[src/rtl/rsa_pkg.sv]
// Shared definitions for the RSA operand path.
// Contents: region select codes, words per operand region, fixed region bases,
// the operand-fetch state type, and a helper that maps a region code to its
// base word address.
package rsa_pkg;

  localparam logic [1:0] REGION_B    = 2'd0;
  localparam logic [1:0] REGION_KEY  = 2'd1;
  localparam logic [1:0] REGION_N    = 2'd2;
  localparam logic [1:0] REGION_RSVD = 2'd3;

  localparam int unsigned RSA_WORDS = 64;

  localparam int unsigned BASE_B   = 0 * RSA_WORDS;
  localparam int unsigned BASE_KEY = 1 * RSA_WORDS;
  localparam int unsigned BASE_N   = 2 * RSA_WORDS;

  typedef enum logic [1:0] {
    IDLE,
    FETCH,
    DRAIN
  } fetch_state_t;

  // Region bases are contiguous, so the base is simply region * words.
  function automatic int unsigned region_base(input logic [1:0] region,
                                              input int unsigned words);
    return int'(region) * words;
  endfunction

endpackage

[src/rtl/rsa_sync_fifo.sv]
// Synchronous first-word-fall-through FIFO.
// Ports:
//   clk, rst  clock and synchronous active-high reset (flushes the FIFO)
//   i_push    write i_data this cycle
//   i_data    entry to write (W bits)
//   i_pop     remove the head entry this cycle (ignored when empty)
//   o_data    head entry, valid while o_empty is low
//   o_empty   no entries stored
//   o_count   number of stored entries, 0..DEPTH
// Push and pop in the same cycle are allowed even when full; the caller must
// never push into a full FIFO without popping.
module rsa_sync_fifo #(
  parameter int unsigned DEPTH = 2,
  parameter int unsigned W     = 39,
  localparam int unsigned CW   = $clog2(DEPTH + 1)
) (
  input  logic          clk,
  input  logic          rst,
  input  logic          i_push,
  input  logic [W-1:0]  i_data,
  input  logic          i_pop,
  output logic [W-1:0]  o_data,
  output logic          o_empty,
  output logic [CW-1:0] o_count
);

  localparam int unsigned PW = (DEPTH > 1) ? $clog2(DEPTH) : 1;

  logic [W-1:0]  r_mem [DEPTH];
  logic [PW-1:0] r_wptr;
  logic [PW-1:0] r_rptr;
  logic [CW-1:0] r_count;
  logic [PW-1:0] w_wptr_nxt;
  logic [PW-1:0] w_rptr_nxt;
  logic          w_pop;

  assign o_empty = (r_count == '0);
  assign w_pop   = i_pop & ~o_empty;

  // Explicit wrap so non-power-of-two depths work.
  always_comb begin
    w_wptr_nxt = (r_wptr == PW'(DEPTH - 1)) ? '0 : r_wptr + PW'(1);
    w_rptr_nxt = (r_rptr == PW'(DEPTH - 1)) ? '0 : r_rptr + PW'(1);
  end

  always_ff @(posedge clk) begin
    if (i_push) begin
      r_mem[r_wptr] <= i_data;
    end
  end

  always_ff @(posedge clk) begin
    if (rst) begin
      r_wptr  <= '0;
      r_rptr  <= '0;
      r_count <= '0;
    end else begin
      if (i_push) begin
        r_wptr <= w_wptr_nxt;
      end
      if (w_pop) begin
        r_rptr <= w_rptr_nxt;
      end
      case ({i_push, w_pop})
        2'b10:   r_count <= r_count + CW'(1);
        2'b01:   r_count <= r_count - CW'(1);
        default: r_count <= r_count;
      endcase
    end
  end

  assign o_data  = r_mem[r_rptr];
  assign o_count = r_count;

endmodule

[src/rtl/rsa_operand_fetch.sv]
// Operand fetch: reads one WORDS-long region of the input SRAM and streams it
// out as a valid/ready word stream tagged with index and last flag.
// Ports:
//   clk, rst             clock, synchronous active-high reset
//   start, region        begin fetch of region (0=B, 1=key, 2=N, 3=rejected)
//   busy, done, err      status; done pulses once per fetch, err marks region 3
//   sram_en, sram_addr   SRAM read request (1-cycle registered-address read)
//   sram_data            SRAM read data, valid the cycle after the enable edge
//   out_valid/out_ready  stream handshake
//   out_data/idx/last    stream word, its index in the region, last-word flag
module rsa_operand_fetch
  import rsa_pkg::*;
#(
  parameter int unsigned WORDS = RSA_WORDS,
  parameter int unsigned DEPTH = 2,
  parameter int unsigned AW    = 8,
  parameter int unsigned DW    = 32
) (
  input  logic          clk,
  input  logic          rst,
  input  logic          start,
  input  logic [1:0]    region,
  output logic          busy,
  output logic          done,
  output logic          err,
  output logic          sram_en,
  output logic [AW-1:0] sram_addr,
  input  logic [DW-1:0] sram_data,
  output logic          out_valid,
  input  logic          out_ready,
  output logic [DW-1:0] out_data,
  output logic [5:0]    out_idx,
  output logic          out_last
);

  localparam int unsigned EW = DW + 6 + 1;
  localparam int unsigned CW = $clog2(DEPTH + 1);
  localparam int unsigned RW = $clog2(WORDS + 1);

  fetch_state_t  r_state;
  fetch_state_t  w_state_nxt;
  logic [AW-1:0] r_base;
  logic [RW-1:0] r_rd_cnt;
  logic          r_pending;
  logic [5:0]    r_pend_idx;
  logic          r_done;
  logic          r_err;

  logic          w_accept;
  logic          w_reject;
  logic          w_issue;
  logic          w_pop;
  logic          w_empty;
  logic          w_credit_ok;
  logic          w_last_xfer;
  logic [CW-1:0] w_cnt;
  logic [EW-1:0] w_push_data;
  logic [EW-1:0] w_head;

  assign w_accept = (r_state == IDLE) && start && (region != REGION_RSVD);
  assign w_reject = (r_state == IDLE) && start && (region == REGION_RSVD);

  assign w_pop = ~w_empty & out_ready;

  // Credit: words already buffered plus the one in flight from the SRAM,
  // less the word leaving this cycle, must leave room for another read.
  assign w_credit_ok = (32'(w_cnt) + 32'(r_pending) - 32'(w_pop)) < DEPTH;
  assign w_issue     = (r_state == FETCH) && (r_rd_cnt < RW'(WORDS)) && w_credit_ok;

  assign w_last_xfer = w_pop && out_last;

  always_comb begin
    w_state_nxt = r_state;
    case (r_state)
      IDLE:    if (w_accept) w_state_nxt = FETCH;
      FETCH:   if (w_issue && (r_rd_cnt == RW'(WORDS - 1))) w_state_nxt = DRAIN;
      DRAIN:   if (w_last_xfer) w_state_nxt = IDLE;
      default: w_state_nxt = IDLE;
    endcase
  end

  always_ff @(posedge clk) begin
    if (rst) begin
      r_state <= IDLE;
    end else begin
      r_state <= w_state_nxt;
    end
  end

  always_ff @(posedge clk) begin
    if (rst) begin
      r_base     <= '0;
      r_rd_cnt   <= '0;
      r_pending  <= 1'b0;
      r_pend_idx <= '0;
      r_done     <= 1'b0;
      r_err      <= 1'b0;
    end else begin
      r_done     <= w_reject || ((r_state == DRAIN) && w_last_xfer);
      r_err      <= w_reject;
      r_pending  <= w_issue;
      r_pend_idx <= 6'(r_rd_cnt);
      if (w_accept) begin
        r_base   <= AW'(region_base(region, WORDS));
        r_rd_cnt <= '0;
      end else if (w_issue) begin
        r_rd_cnt <= r_rd_cnt + RW'(1);
      end
    end
  end

  assign w_push_data = {(r_pend_idx == 6'(WORDS - 1)), r_pend_idx, sram_data};

  rsa_sync_fifo #(
    .DEPTH (DEPTH),
    .W     (EW)
  ) u_fifo (
    .clk     (clk),
    .rst     (rst),
    .i_push  (r_pending),
    .i_data  (w_push_data),
    .i_pop   (w_pop),
    .o_data  (w_head),
    .o_empty (w_empty),
    .o_count (w_cnt)
  );

  assign busy      = (r_state != IDLE);
  assign done      = r_done;
  assign err       = r_err;
  assign sram_en   = w_issue;
  assign sram_addr = w_issue ? (r_base + AW'(r_rd_cnt)) : '0;

  // Stale FIFO storage is masked so an empty FIFO presents zeros.
  assign out_valid = ~w_empty;
  assign out_data  = out_valid ? w_head[DW-1:0] : '0;
  assign out_idx   = out_valid ? w_head[DW+5:DW] : '0;
  assign out_last  = out_valid & w_head[DW+6];

endmodule

[config.mk]
export PLATFORM = sky130hd
export DESIGN_NAME = rsa_operand_fetch
export DESIGN_NICKNAME = d
export VERILOG_FILES = /design/src/rtl/rsa_pkg.sv /design/src/rtl/rsa_sync_fifo.sv /design/src/rtl/rsa_operand_fetch.sv
export SDC_FILE = /design/constraint.sdc
export NUM_CORES = 1
export LEC_CHECK = 0
export CORE_UTILIZATION = 45
export DETAILED_ROUTE_END_ITERATION = 10
export GPL_TIMING_DRIVEN = 0
export PLACE_DENSITY_LB_ADDON = 0.3
export SLEW_MARGIN = 25
export SYNTH_ARGS = -nofsm -noshare
export SYNTH_HDL_FRONTEND = slang
export SYNTH_SLANG_ARGS = --single-unit
[constraint.sdc]
create_clock -name clk -period 3.45 [get_ports clk]
set_input_delay 0.69 -clock clk [delete_from_list [all_inputs] [get_ports clk]]
set_output_delay 0.69 -clock clk [all_outputs]
set_load 0.05 [all_outputs]
==> results of run 1 <==
cell usage after synthesis (all sizes together):
cell    count  area (um2)
o21a        1        7.51
a21o        1        7.51
nor3        5        30.0
dfxtp      25         500
fa          1        20.0
o211ai      1        12.5
nor3b       2        15.0
edfxtp     78        2340
o21ba       1        10.0
xor2        3        26.3
nand3       2        10.0
o21ai       6        30.0
or3b        1        8.76
nand2b      1        6.26
clkbuf      7        26.3
buf         5        31.3
nor2b       7        43.8
a21oi       9        45.0
xnor2       4        35.0
or2         1        6.26
inv        10        37.5
and2        8        50.1
nor4b       1        23.8
or3         5        31.3
nor4        1        6.26
nor2       55         206
ha          5        62.6
nand2       6        22.5
mux2i      39         390
and4        1        8.76
nand4       1        6.26
placed cells by master, fill, tap and decap left out, drive strengths merged, types with 3 or more instances in the layout:
cell / instances
edfxtp: 78
clkdlybuf4s50: 77
nor2: 55
buf: 46
mux2i: 39
dfxtp: 25
clkbuf: 19
inv: 11
a21oi: 9
and2: 8
nor2b: 7
nand2: 6
o21ai: 6
or3: 5
nor3: 5
ha: 5
xnor2: 4
xor2: 3
clkinv: 3
path summary, 6_finish.rpt:
check / endpoint / depth (start not counted) / slack [ns] / start
max reg2reg: u_fifo.o_count[1] / 22 / 0.06 / u_fifo.o_count[0]
max: u_fifo.o_count[1] / 23 / 0.05 / out_ready
min: u_fifo.r_mem[0][32] / 0 / 0.47 / r_pend_idx[0]
min reg2reg: u_fifo.r_mem[0][32] / 0 / 0.47 / r_pend_idx[0]
repair_timing:
| action | 4_1_cts | 5_1_grt |
|---|---|---|
| gates cloned | 1 | 0 |
| pin swaps | 4 | 6 |
| setup buffers | 29 | 1 |
| endpoints found under the setup margin | 9 | 12 |
| hold buffers | 0 | 0 |
| gates resized for setup | 78 | 10 |
power by group:
group          switching [mW]  total, mW  internal (mW)
sequential             0.0427       1.49           1.45
combinational           0.978       1.57          0.595
clock                   0.391      0.692          0.301
area by class of cell:
| type | instances | area share |
|---|---|---|
| Timing Repair Buffer | 119 | 0.210 |
| Clock buffer | 12 | 0.0276 |
| Multi-Input combinational cell | 168 | 0.212 |
| Tap cell | 108 | 0.0239 |
| Clock inverter | 4 | 0.00354 |
| Sequential cell | 103 | 0.503 |
| Timing Repair inverter | 1 | 0.00110 |
| Inverter | 10 | 0.00840 |
| Buffer | 12 | 0.0102 |
cells by family (layout without fill, tap and decap cells):
group           count (synthesis)  after routing  synth area share
flops                         103            103             0.700
fa+ha+maj                       6              6            0.0203
compound gates                 19             19            0.0277
mux                            39             39            0.0961
buf+inv                        22            158            0.0234
xor+xnor                        7              7            0.0151
simple gates                   97             97             0.117
state kept, by name, summed over array words and instances, names as in the netlist, named ones only:
signal and count:
r_pend_idx 6, r_state 2, r_rd_cnt 7, r_pending 1
u_fifo.r_wptr 1, err 1, u_fifo.o_count 2, u_fifo.r_rptr 1
u_fifo.r_mem 78, r_base 2, done 1
critical path, delay by kind of cell:
| family | cells | cell delay, ns |
|---|---|---|
| buffers and inverters | 19 | 2.26 |
| and+or+nand+nor | 1 | 0.37 |
| adders and majority gates | 1 | 0.20 |
| AOI/OAI and AO/OA | 2 | 0.17 |
layer usage:
| metal | vias to the layer above | GRT usage | share of wire |
|---|---|---|---|
| met1 | 1311 | 0.216 | 0.42 |
| met3 | 16 | 0.0434 | 0.052 |
| met5 | - | 0 | 0 |
| li1 | 1302 | - | - |
| met4 | 0 | 0.0861 | 0.024 |
| met2 | 78 | 0.313 | 0.51 |
==> impl_metrics.toml, run 1 <==
[placement]
placedInstanceArea_um2 = 5170
portBuffers = 88
place_inst = 491
place_hpwl_mm = 5.39
pre_cts_ws_ns = -1.24
gp_congestion = 0.757

[route]
ant_nets = 0
vias_per_cell = 5.04
drc = 0
avgRoutedWirePerCell_um = 15.8
dr.pass1.iters = 4
totalWireLength_mm = 8.50
vias = 2707
drtIter0Drc = 83

[finish]
fin_area_um2 = 5660
post-route-util = 0.649
layout.cells.non_filler = 537
multi_input_area_um2 = 1200
nets = 468
antennaDiodeCount = 0
layout-drive-gt1-share = 0.198
regArea_um2 = 2850
nFillCells = 643
syn2layout_area_growth_pct = 39.5

[clock_network]
h-tree-depth = 3
clk_latency_ns = 0.36
clkTransAtPathRegs_ns = 0.09
cts_tree = "built"
clock_sinks = 103
root_buffer = "clkbuf_8"
cts_buffers = 9
cts_max_path_buffers = 2

[floorplanning]
num_rows = 34
coreArea_um2 = 8720
num_io_pins = 90
start_util = 0.466
die-area_um2 = 9410
die_y_um = 97.0
die_w_um = 97.0

[global_routing]
grt_usage = 0.182
overflow = 0
grt_max_degree = 22
grt_pass1_wl_mm = 13.3
antenna_found_initial = 0
first_global_vias = 2798

[sta]
finalHoldViolCount = 0
rsz0062_at_grt = "yes"
worst_slew_pin_slew_ns = 0.693
setup_ws_ns = 0.0495
slew-limit-headroom = 0.537
clock.fmax_mhz = 294
period_share = 0.986
clock_skew_ns = 0.0115
fin_crit_ns = 3.40
slew_viol_final = 0
setup_viol_count_final = 0
timing.hold.ws_ns = 0.469
tns_ns = 0

[hold_path]
hold_class = "reg -> reg"

[worst_setup_path]
crit_chain = "buf_6 > o21ai_4 > buf_4 > buf_4 > buf_4 > buf_4 > buf_4 > buf_4 > buf_4 > buf_4 > buf_4 > buf_4 > buf_4 > buf_4 > buf_4 > buf_4 > buf_4 > buf_4 > buf_4 > inv_4 > ha_4 > or3_1 > a21oi_1"
critPathArrivalTime_ns = 3.69
crit_path_start_kind = "input pin"
critPathSlowestCell = "or3_1"
critPathCaptureType = "register"
cp.required_ns = 3.74
crit_path_max_incr_delay_ns = 0.37
cp_common_cell = "buf_4"
critical_path_class = "in -> reg"
critPathMaxFanout = 3

[yosys]
syn_nets = 337
synth_seq_area_share = 0.700
synth.avg_cell_area_um2 = 13.9
synth_warnings = 0
syn_area_um2 = 4060
syn_inst = 293
ys_types = 34
ys_ff_latch = 103

[outcome]
status = "complete, no violations"

[pwr]
ir_worst_vdd_v = 0.000378
p_per_area_nw_per_um2 = 664
power_mw = 3.76
total_leakage_power_nw = 1.96

[run]
maxCapViolCount = 0
(Power assumes the default switching activity.)
==> run 2, diff against run 1 <==
Settings changed: CORE_UTILIZATION 45 to 50.
Clock period 3.45 ns to 4 ns, I/O delays scaled along.
==> impl_metrics.toml, run 2 (same netlist as run 1, synthesis figures left out) <==
[clock_network]
clk_latency_ns = 0.35
clock_sinks = 103
clkTransAtPathRegs_ns = 0.08
cts_max_path_buffers = 2
cts_buffers = 9
root_buffer = "clkbuf_8"
holdBufCountCts = 0
cts_tree = "built"
h-tree-depth = 3

[sta]
fin_crit_ns = 3.89
rsz0062_at_grt = "no"
tns_ns = 0
period_share = 0.973
worst_slew_pin_slew_ns = 0.654
setup_viol_count_final = 0
clock.fmax_mhz = 257
finalHoldViolCount = 0
timing.hold.ws_ns = 0.459
clock_skew_ns = 0.00691
setup_ws_ns = 0.109
slew_viol_final = 0
slew-limit-headroom = 0.563

[pwr]
switchingPower_mw = 1.15
p_int_mw = 2.03
seqPwrFrac = 0.404
power_mw = 3.18
ir_worst_vdd_v = 0.000237
total_leakage_power_nw = 1.85
swShare = 0.363
comb_power_share = 0.384
p_per_area_nw_per_um2 = 583
power_frac_clock = 0.212

[global_routing]
overflow = 0
antenna_found_initial = 0
grt_max_degree = 21
first_global_vias = 2651
grt_usage = 0.181
grt_pass1_wl_mm = 11.8

[route]
totalWireLength_mm = 7.38
drc = 0
vias = 2539
avgRoutedWirePerCell_um = 14.5
vias_per_cell = 5.01
dr.pass1.iters = 4
drtIter0Drc = 82
ant_nets = 0

[placement]
pre_cts_ws_ns = -1.03
portBuffers = 88
place_hpwl_mm = 5.00
placedInstanceArea_um2 = 5140
gp_congestion = 0.820
place_inst = 485

[finish]
post-route-util = 0.699
fin_area_um2 = 5460
regMostFlops = "u_fifo.r_mem"
antennaDiodeCount = 0
largest_register_ffs = 78
multi_input_area_um2 = 1160
reg_top3 = "u_fifo.r_mem: 78 flops, r_rd_cnt: 7 flops, r_pend_idx: 6 flops"
nFillCells = 544
final_cell_mix = "clkdlybuf4s50_1, edfxtp_1, nor2_1"
layout-drive-gt1-share = 0.138
regArea_um2 = 2840
layout.cells.non_filler = 507
syn2layout_area_growth_pct = 34.4
nets = 445

[worst_setup_path]
regToRegSetupSlack_ns = 1.04
critPathSlowestCell = "fa_1"
critPathCaptureType = "primary output"
crit_path_start_kind = "input pin"
critPathMaxFanout = 10
worstReg2RegEnd = "r_rd_cnt[2]"
cp.required_ns = 3.20
crit_end = "sram_addr[2]"
crit_chain = "dlygate4sd2_1 > o21ai_2 > inv_1 > ha_1 > nor2b_2 > fa_1 > nor4b_4 > o211ai_2 > buf_6 > inv_8 > and2_4 > buf_8"
worstRegToRegCells = 12
crit_path_max_incr_delay_ns = 0.48
r2r_start = "u_fifo.o_count[1]"
critPathArrivalTime_ns = 3.09
critical_path_class = "in -> out"
crit_start = "out_ready"

[floorplanning]
die-area_um2 = 8480
die_w_um = 92.1
num_io_pins = 90
start_util = 0.520
num_rows = 32
die_y_um = 92.1
coreArea_um2 = 7810

[hold_path]
hold_class = "reg -> reg"

[run]
maxCapViolCount = 0

[outcome]
status = "complete, no violations"
==> run 2: worst min path at each step <==
| stage | from | end | slack [ns] | cells after the start |
|---|---|---|---|---|
| 4_1_cts | r_pend_idx[2] | u_fifo.r_mem[0][34] | 0.46 | 0 |
| 6_report | r_pend_idx[2] | u_fifo.r_mem[0][34] | 0.46 | 0 |
| 3_5_place_dp | r_pend_idx[1] | u_fifo.r_mem[0][33] | 0.44 | 0 |
| 5_1_grt | r_pend_idx[1] | u_fifo.r_mem[0][33] | 0.47 | 0 |
| 3_3_place_gp | r_pend_idx[2] | u_fifo.r_mem[0][34] | 0.43 | 0 |
| 2_1_floorplan | r_pend_idx[2] | u_fifo.r_mem[0][34] | 0.43 | 0 |
==> run 2: critical path, delay by kind of cell <==
family	cells	cell delay [ns]
adder cells (fa/ha/maj)	2	0.77
buffers and inverters	5	0.70
AND/OR/NAND/NOR	3	0.60
AO/OA/AOI/OAI	2	0.22
==> run 2: routing by layer <==
| metal | up-vias | routed length (um) | share of wire | track usage |
|---|---|---|---|---|
| met5 | - | 0 | 0 | 0 |
| met4 | 0 | 104 | 0.014 | 0.0638 |
| met3 | 11 | 383 | 0.052 | 0.0448 |
| met2 | 69 | 3840 | 0.52 | 0.323 |
| met1 | 1210 | 3050 | 0.41 | 0.211 |
| li1 | 1249 | - | - | - |
==> run 2: final cells by class <==
type	count	area share
Sequential cell	103	0.521
Timing Repair Buffer	97	0.187
Inverter	10	0.00825
Clock inverter	6	0.0156
Clock buffer	9	0.0227
Tap cell	102	0.0234
Buffer	12	0.0105
Multi-Input combinational cell	168	0.212
==> run 2: timing repair <==
| item | in CTS | in global routing |
|---|---|---|
| cloned | 0 | 0 |
| resized for setup | 83 | 0 |
| buffers inserted | 6 | 1 |
| pin swaps | 3 | 1 |
| setup endpoints to repair | 9 | 8 |
==> run 2: power by group through the flow <==
stage	Sequential (mW)	Combinational, mW	Clock [mW]
detailed placement	1.31	1.18	0
finish	1.29	1.22	0.676
global route	1.29	1.29	0.721
CTS	1.29	1.23	0.684
floorplan	1.30	0.803	0
global placement	1.31	1.15	0
==> run 3, diff against run 2 <==
Settings changed: CELL_PAD_IN_SITES_DETAIL_PLACEMENT set to 1, CELL_PAD_IN_SITES_GLOBAL_PLACEMENT set to 1, CORE_UTILIZATION 50 to 43.
==> impl_metrics.toml, run 3 (same netlist as run 1, synthesis figures left out) <==
[clock_network]
clock_sinks = 103
clkTransAtPathRegs_ns = 0.10
cts_tree = "built"
h-tree-depth = 3
cts_buffers = 9
root_buffer = "clkbuf_8"
holdBufCountCts = 0
clk_latency_ns = 0.36
cts_max_path_buffers = 2

[sta]
clock_skew_ns = 0.00653
clock.fmax_mhz = 257
finalHoldViolCount = 0
worst_slew_pin_slew_ns = 0.596
fin_crit_ns = 3.89
slew-limit-headroom = 0.602
rsz0062_at_grt = "no"
period_share = 0.972
slew_viol_final = 0
tns_ns = 0
setup_ws_ns = 0.113
setup_viol_count_final = 0

[route]
vias_per_cell = 5.06
avgRoutedWirePerCell_um = 17.0
totalWireLength_mm = 8.80
dr.pass1.iters = 4
vias = 2617
drc = 0
ant_nets = 0
drtIter0Drc = 61

[global_routing]
grt_max_degree = 24
grt_usage = 0.193
first_global_vias = 2790
overflow = 0
grt_pass1_wl_mm = 14.3
grt-busiest-layer = "met2"
antenna_found_initial = 0
grt_util_met3 = 0.0548
use_met1 = 0.230
globalRouteMet2Util = 0.347

[worst_setup_path]
critPathArrivalTime_ns = 3.09
critPathCaptureType = "primary output"
worstReg2RegEnd = "r_rd_cnt[2]"
crit_path_max_incr_delay_ns = 0.47
regToRegSetupSlack_ns = 1.10
r2r_start = "u_fifo.o_count[1]"
critPathMaxFanout = 10
cp.required_ns = 3.20
critPathSlowestCell = "fa_1"
crit_chain = "dlygate4sd2_1 > o21ai_2 > inv_1 > ha_1 > nor2b_2 > fa_1 > nor4b_4 > o211ai_2 > buf_6 > inv_8 > and2_2 > buf_8"
worstRegToRegCells = 11
crit_family = "adder cells"
crit_path_start_kind = "input pin"
crit_buf_inv = 5
critical_path_class = "in -> out"

[placement]
portBuffers = 88
gp_congestion = 0.758
pre_cts_ws_ns = -1.04
place_inst = 494
place_hpwl_mm = 5.96

[floorplanning]
die-area_um2 = 9830
die_w_um = 99.2
die_y_um = 99.2
start_util = 0.441
coreArea_um2 = 9200
num_io_pins = 90
num_rows = 35

[pwr]
p_int_mw = 1.93
seqPwrFrac = 0.411
power_frac_clock = 0.196
ir_worst_vdd_v = 0.000235
p_per_area_nw_per_um2 = 579
switchingPower_mw = 1.22
comb_power_share = 0.394
swShare = 0.387
total_leakage_power_nw = 1.83

[finish]
reg_top3 = "u_fifo.r_mem: 78 flops, r_rd_cnt: 7 flops, r_pend_idx: 6 flops"
syn2layout_area_growth_pct = 33.6
layout-drive-gt1-share = 0.138
antennaDiodeCount = 0
largest_register_ffs = 78
final_cell_mix = "clkdlybuf4s50_1, edfxtp_1, nor2_1"
regMostFlops = "u_fifo.r_mem"
nets = 445
layout.cells.non_filler = 517

[hold_path]
min_to = "u_fifo.r_mem[1][37]"
whs_path_depth = 0
hp-start = "r_pend_idx[5]"
hold_class = "reg -> reg"

[run]
maxCapViolCount = 0

[outcome]
status = "complete, no violations"
==> run 3: cell count changes in the layout (fill, tap and decap cells not counted), moves of 2 or more <==
cell	before	now
and2_2	1	4
and2_4	7	4
buf_8	7	5
bufinv_16	2	0
==> run 3: power groups by stage <==
stage                     sequential, mW  combinational [mW]  clock [mW]
after global placement              1.31                1.16           0
final                               1.29                1.24       0.615
after detailed placement            1.31                1.21           0
after CTS                           1.29                1.25       0.631
after global routing                1.30                1.31       0.668
after floorplan                     1.30               0.803           0
==> run 3: timing repair <==
item / 4_1_cts / 5_1_grt
endpoints found under the hold margin: 0 / 0
buffers inserted: 7 / 0
resized for setup: 76 / 0
endpoints found under the setup margin: 9 / 0
==> run 3: layer usage <==
metal	wire length (um)	vias up
met5	0	-
met4	80	0
met3	456	7
met2	4560	62
met1	3710	1292
li1	-	1256
==> run 3: how the worst max path moves through the flow <==
stage / start / end / slack, ns / cells past startpoint
2_1_floorplan: out_ready / sram_addr[7] / 0.006 / 9
3_3_place_gp: out_ready / sram_addr[1] / -0.99 / 12
3_5_place_dp: out_ready / sram_addr[3] / -1.04 / 12
4_1_cts: out_ready / sram_addr[2] / 0.15 / 12
5_1_grt: out_ready / sram_addr[6] / 0.02 / 12
6_report: out_ready / sram_addr[2] / 0.11 / 12
==> run 3: area by class of cell <==
| type | instances | area (um2) |
|---|---|---|
| Multi-Input combinational cell | 168 | 1150 |
| Clock buffer | 11 | 141 |
| Clock inverter | 5 | 41.3 |
| Sequential cell | 103 | 2840 |
| Tap cell | 111 | 139 |
| Fill cell | 927 | 3770 |
| Buffer | 12 | 57.6 |
| Timing Repair Buffer | 97 | 1010 |
| Inverter | 10 | 45.0 |
==> run 3: stage by stage <==
step / util / area (um2) / hold slack (ns) / total power [mW]
3_3_place_gp: 0.553 / 5090 / 0.434 / 2.47
4_1_cts: 0.590 / 5430 / 0.470 / 3.17
6_report: 0.590 / 5430 / 0.468 / 3.14
2_1_floorplan: - / 4070 / 0.425 / 2.11
5_1_grt: 0.590 / 5430 / 0.477 / 3.28
3_5_place_dp: 0.560 / 5150 / 0.444 / 2.52
